===== src/rtl/bram_stream_reader_pkg.sv =====
// Shared definitions for the BRAM-side streaming blocks.
package bram_stream_reader_pkg;

  typedef enum logic [1:0] {
    ST_IDLE  = 2'd0,
    ST_READ  = 2'd1,
    ST_DRAIN = 2'd2
  } rd_state_t;

  localparam int unsigned SKID_ENTRIES = 2;

endpackage


===== src/rtl/stream_skid_fifo2.sv =====
// Two-entry output FIFO with fall-through: a word pushed into an empty FIFO
// is presented in the same cycle, so the RAM read latency is not extended.
module stream_skid_fifo2 #(
  parameter int W = 16
) (
  input  logic         clk,
  input  logic         rst,
  input  logic         push,
  input  logic [W-1:0] din,
  input  logic         pop,
  output logic [W-1:0] dout,
  output logic         valid,
  output logic [1:0]   occ
);

  logic [1:0][W-1:0] mem;
  logic              wr_ptr, rd_ptr;
  logic              empty, wr_en, rd_en;

  assign empty = (occ == 2'd0);
  // A fall-through word popped in its arrival cycle never needs storing.
  assign wr_en = push && !(empty && pop);
  assign rd_en = pop && !empty;

  assign valid = !empty || push;
  assign dout  = !empty ? mem[rd_ptr] : (push ? din : '0);

  always_ff @(posedge clk) begin
    if (rst) begin
      mem    <= '0;
      wr_ptr <= 1'b0;
      rd_ptr <= 1'b0;
      occ    <= 2'd0;
    end else begin
      if (wr_en) begin
        mem[wr_ptr] <= din;
        wr_ptr      <= ~wr_ptr;
      end
      if (rd_en) rd_ptr <= ~rd_ptr;
      case ({wr_en, rd_en})
        2'b10:   occ <= occ + 2'd1;
        2'b01:   occ <= occ - 2'd1;
        default: occ <= occ;
      endcase
    end
  end

endmodule


===== src/rtl/bram_stream_reader.sv =====
// Reads a burst of words from a single-port BRAM (1-cycle read latency) and
// streams them out over a valid/ready interface with back-pressure.
module bram_stream_reader
  import bram_stream_reader_pkg::*;
#(
  parameter int WIDTH      = 16,
  parameter int DEPTH      = 1024,
  parameter int ADDR_WIDTH = 10
) (
  input  logic                  clk,
  input  logic                  rst,
  input  logic                  start,
  input  logic [ADDR_WIDTH-1:0] base_addr,
  input  logic [ADDR_WIDTH:0]   length,
  output logic                  busy,
  output logic                  done,
  output logic                  ram_en,
  output logic                  ram_we,
  output logic [ADDR_WIDTH-1:0] ram_addr,
  input  logic [WIDTH-1:0]      ram_dout,
  output logic [WIDTH-1:0]      m_data,
  output logic                  m_valid,
  input  logic                  m_ready,
  output logic                  m_last
);

  rd_state_t             state, nxt;
  logic [ADDR_WIDTH-1:0] addr_q;
  logic [ADDR_WIDTH:0]   len_q, issued_q, beats_q;
  logic                  inflight_q, done_q;
  logic [1:0]            occ;
  logic [2:0]            tot;
  logic                  pop, room, issue, last_issue, last_beat, accept;

  assign pop        = m_valid && m_ready;
  // Words held or on their way: stored entries plus the read in flight.
  assign tot        = {1'b0, occ} + {2'b00, inflight_q};
  assign room       = pop ? (tot < 3'd3) : (tot < 3'd2);
  assign issue      = (state == ST_READ) && room;
  assign last_issue = (issued_q == len_q - 1'b1);
  assign last_beat  = (beats_q == len_q - 1'b1);
  assign accept     = (state == ST_IDLE) && start;

  always_comb begin
    nxt = state;
    case (state)
      ST_IDLE:  if (start && length != '0) nxt = ST_READ;
      ST_READ:  if (issue && last_issue)   nxt = ST_DRAIN;
      ST_DRAIN: if (pop && last_beat)      nxt = ST_IDLE;
      default:  nxt = ST_IDLE;
    endcase
  end

  always_ff @(posedge clk) begin
    if (rst) begin
      state      <= ST_IDLE;
      addr_q     <= '0;
      len_q      <= '0;
      issued_q   <= '0;
      beats_q    <= '0;
      inflight_q <= 1'b0;
      done_q     <= 1'b0;
    end else begin
      state      <= nxt;
      inflight_q <= issue;
      done_q     <= (accept && length == '0) ||
                    (state == ST_DRAIN && pop && last_beat);
      if (accept) begin
        addr_q   <= base_addr;
        len_q    <= length;
        issued_q <= '0;
        beats_q  <= '0;
      end else begin
        if (issue) begin
          addr_q   <= (addr_q == ADDR_WIDTH'(DEPTH - 1)) ? '0 : addr_q + 1'b1;
          issued_q <= issued_q + 1'b1;
        end
        if (pop) beats_q <= beats_q + 1'b1;
      end
    end
  end

  stream_skid_fifo2 #(.W(WIDTH)) u_fifo (
    .clk   (clk),
    .rst   (rst),
    .push  (inflight_q),
    .din   (ram_dout),
    .pop   (pop),
    .dout  (m_data),
    .valid (m_valid),
    .occ   (occ)
  );

  assign busy     = (state != ST_IDLE);
  assign done     = done_q;
  assign ram_en   = issue;
  assign ram_we   = 1'b0;
  assign ram_addr = addr_q;
  assign m_last   = m_valid && last_beat;

endmodule

===== config.mk =====
export PLATFORM = sky130hd
export DESIGN_NAME = bram_stream_reader
export DESIGN_NICKNAME = d
export VERILOG_FILES = /design/src/rtl/bram_stream_reader_pkg.sv /design/src/rtl/stream_skid_fifo2.sv /design/src/rtl/bram_stream_reader.sv
export SDC_FILE = /design/constraint.sdc
export NUM_CORES = 1
export LEC_CHECK = 0
export BUFFER_PORTS_ARGS = -buffer_cell sky130_fd_sc_hd__buf_2
export CAP_MARGIN = 10
export CELL_PAD_IN_SITES_DETAIL_PLACEMENT = 1
export CELL_PAD_IN_SITES_GLOBAL_PLACEMENT = 1
export CORE_MARGIN = 5
export CORE_UTILIZATION = 35
export DETAILED_ROUTE_END_ITERATION = 16
export GPL_TIMING_DRIVEN = 0
export MAX_ROUTING_LAYER = met4
export PLACE_DENSITY_LB_ADDON = 0.1
export SKIP_LAST_GASP = 1
export SLEW_MARGIN = 20
export SYNTH_ARGS = -nofsm -noshare
export SYNTH_HDL_FRONTEND = slang
export SYNTH_SLANG_ARGS = --single-unit

===== constraint.sdc =====
create_clock -name clk -period 6.59 [get_ports clk]
set_clock_uncertainty 0.05 [all_clocks]
set_input_delay 0.9885 -clock clk [delete_from_list [all_inputs] [get_ports clk]]
set_output_delay 0.9885 -clock clk [all_outputs]
set_load 0.02 [all_outputs]

==> impl_metrics.py <==
metrics = {
    "clock_network": {
        "cts_tree": "built",
        "root_buffer": "clkbuf_16",
        "numCtsBuffers": 9,
        "htree_levels": 3,
        "clkLatencyLatePin_ns": 0.36,
        "cts_hold_buf": 0,
        "cts-resized-gates": 0,
        "cts.path.max_buffers": 2,
        "clk_pin_slew_worst_paths_ns": 0.07,
        "cts_setup_buffers": 0,
        "cts.sinks": 83,
    },
    "power_and_ir_drop": {
        "ir_drop_mv": 0.105,
        "cellLeakagePower_uw": 0.00205,
        "cellPowerDensity_nw_per_um2": 250,
    },
    "route": {
        "drtIter0Drc": 246,
        "wire_per_inst_um": 17.1,
        "avgViaCountPerCell": 5.24,
        "drc": 0,
        "wl_um": 14600,
        "dr_total_vias": 4467,
        "drt_first_pass_iters": 4,
        "ant_nets": 0,
    },
    "global_route": {
        "grt_pass1_vias": 4814,
        "antenna_found_initial": 0,
        "grt_overflow": 0,
        "grt-busiest-layer": "met2",
        "track_usage": 0.196,
        "grt_pass1_wl_um": 24000,
        "grt_max_degree": 15,
        "grt_use_met3": 0.0442,
        "met1_usage": 0.230,
        "grtUsageMet2": 0.337,
    },
    "synth": {
        "avgSynthCellArea_sq_um": 7.75,
        "async_flop_share": 0,
        "yosysWarnings": 0,
        "ys_seq_elements": 83,
        "ys.flop_type": "dfxtp_1",
        "synth_edf_count": 0,
        "syn_area_sq_um": 4600,
        "syn_inst": 594,
        "yosysSeqAreaShare": 0.361,
        "synth_cell_types": 60,
        "synth_top_area_share": 0.361,
        "synth_top_family_by_area": "simple AND/OR/NAND/NOR gates",
        "yosysTopAreaCell": "dfxtp_1",
        "synth_fa_ha_area_frac": 0.0218,
        "muxShareOfSynthArea": 0.0413,
        "synth_compound_area_frac": 0.149,
        "synthSimpleGateAreaFrac": 0.268,
        "yosys.area_share.xor_xnor": 0.102,
        "syn_nets": 643,
        "synth.area.top_cells": "dfxtp_1 36%, nand2_1 9.9%, a21oi_1 6.4%, xnor2_1 4.8%, mux2i_1 4.1%",
    },
    "critical_path": {
        "critPathMaxStageDelay_ns": 0.46,
        "crit_type": "flop to output port",
        "path_cells": "buf_2, inv_1, ha_1, buf_2, or3b_2, buf_2, xnor2_1, o21ai_0, nand4_1, nor3_1, buf_2",
        "crit_path_start": "len_q[0]$_SDFFE_PP0P_",
        "startpoint_type": "flop",
        "slowest_stage": "or3b_2",
        "cpMostUsedCell": "buf_2",
        "crit_path_max_fanout": 9,
        "regToRegSetupSlack_ns": 3.64,
        "crit_required_ns": 5.55,
        "cp_data_arrival_time_ns": 2.92,
        "crit_path_end_kind": "output port",
        "r2r_start": "len_q[0]$_SDFFE_PP0P_",
    },
    "timing": {
        "finalCriticalPeriod_ns": 3.96,
        "tightest_slew_ns": 0.928,
        "fin_crit_sh": 0.600,
        "fin_setup_tns_ns": 0,
        "final-setup-viol-count": 0,
        "maxSlewViolCount": 0,
        "finalHoldViolations": 0,
        "max_freq_mhz": 253,
        "relSlewSlack": 0.373,
        "rsz0062_at_grt": "no",
    },
    "placed_design": {
        "hpwl_um": 11000,
        "placed_area_sq_um": 5170,
        "gp_congestion": 0.881,
        "io_buffers": 70,
    },
    "run": {
        "drv_cap": 0,
    },
    "floorplan": {
        "ioPinCount": 73,
        "core_sq_um": 12800,
        "die_y_um": 125,
        "die_w_um": 125,
        "rows": 41,
        "initial_core_util": 0.360,
        "die_area_sq_um": 15500,
    },
    "finish": {
        "fin_area_sq_um": 5460,
        "nets": 724,
        "drive_gt1_frac": 0.169,
        "antenna-diode-count": 0,
        "fillers": 1591,
        "area_growth_pct": 18.6,
    },
    "hold_path": {
        "hp-class": "flop to flop",
        "hold_start": "u_fifo.mem[7]$_SDFFE_PP0P_",
    },
    "run_status": {
        "outcome": "finished, final reports clean",
    },
}
worst paths after layout:
kind	endpoint	cells past startpoint
worst max register to register	done$_SDFF_PP0_	11
worst min-delay path	u_fifo.mem[7]$_SDFFE_PP0P_	2
worst max-delay path	m_last	11
worst min register to register	u_fifo.mem[7]$_SDFFE_PP0P_	2
power breakdown:
group / internal, uW / switching, uW
logic: 115 / 200
registers: 523 / 22.3
clock network: 279 / 223
cell type report:
cell class / count / area, sq um / area share
Clock buffer: 12 / 256 / 0.0470
Tap cell: 172 / 215 / 0.0394
Buffer: 39 / 205 / 0.0376
Timing Repair Buffer: 70 / 350 / 0.0642
Inverter: 14 / 52.6 / 0.00963
Clock inverter: 4 / 33.8 / 0.00619
Multi-Input combinational cell: 458 / 2680 / 0.492
Sequential cell: 83 / 1660 / 0.304
state kept, by name, summed over array words and instances, names as in the netlist:
name           count
u_fifo.occ         2
inflight_q         1
state              2
beats_q           11
u_fifo.mem        32
u_fifo.wr_ptr      1
ram_addr          10
u_fifo.rd_ptr      1
len_q             11
done               1
issued_q          11
cell usage in the layout, fill, tap and decap left out, types with 9 or more instances in the layout:
| cell type | netlist | routed |
|---|---|---|
| nand2_1 | 121 | 121 |
| dfxtp_1 | 83 | 83 |
| buf_2 | 8 | 78 |
| a21oi_1 | 59 | 59 |
| nor2_1 | 48 | 48 |
| o21ai_0 | 30 | 30 |
| nand3_1 | 27 | 27 |
| xnor2_1 | 25 | 25 |
| clkbuf_1 | 22 | 23 |
| xor2_1 | 21 | 21 |
| mux2i_1 | 19 | 19 |
| inv_1 | 14 | 14 |
| nand4_1 | 11 | 11 |
| clkbuf_16 | 0 | 9 |
through the flow:
step,setup slack (ns),power (uW),utilization,hold slack (ns),instances
global route,2.42,1440,0.427,0.425,852
floorplan,3.30,768,-,0.384,594
finish,2.63,1360,0.427,0.409,852
detailed placement,2.96,873,0.405,0.401,836
CTS,2.56,1380,0.427,0.410,852
global placement,2.96,865,0.405,0.391,836
cells in the mapped netlist, drive strengths merged, types with 8 or more instances:
cell	instances
clkbuf	22
nand2	121
o21ai	31
nand4	11
nor2	49
dfxtp	83
a21oi	59
xnor2	25
nand3	27
buf	17
mux2i	19
nor3	9
inv	14
xor2	21
and3	9
ha	8
per-layer routing:
metal  part of all wire  vias to the layer above
li1                   -                     2194
met1               0.44                     2190
met2               0.51                       67
met3              0.029                       16
met4              0.016                        0
met5                  0                        -
critical path: cells and delay by family (launching register included):
family	cells	cell delay, ns
AO/OA/AOI/OAI	1	0.21
XOR/XNOR	1	0.14
adder cells (fa/ha/maj)	1	0.13
buffers and inverters	5	0.84
flip-flops	1	0.30
AND/OR/NAND/NOR	3	0.91
cells by family (layout without fill, tap and decap cells):
logic type,Yosys count,in the layout
other cells,1,1
fa+ha+maj,8,8
compound gates,120,120
mux,19,19
buf+inv,53,139
xor+xnor,49,49
simple gates,261,261
flops,83,83
(Power assumes the default switching activity.)
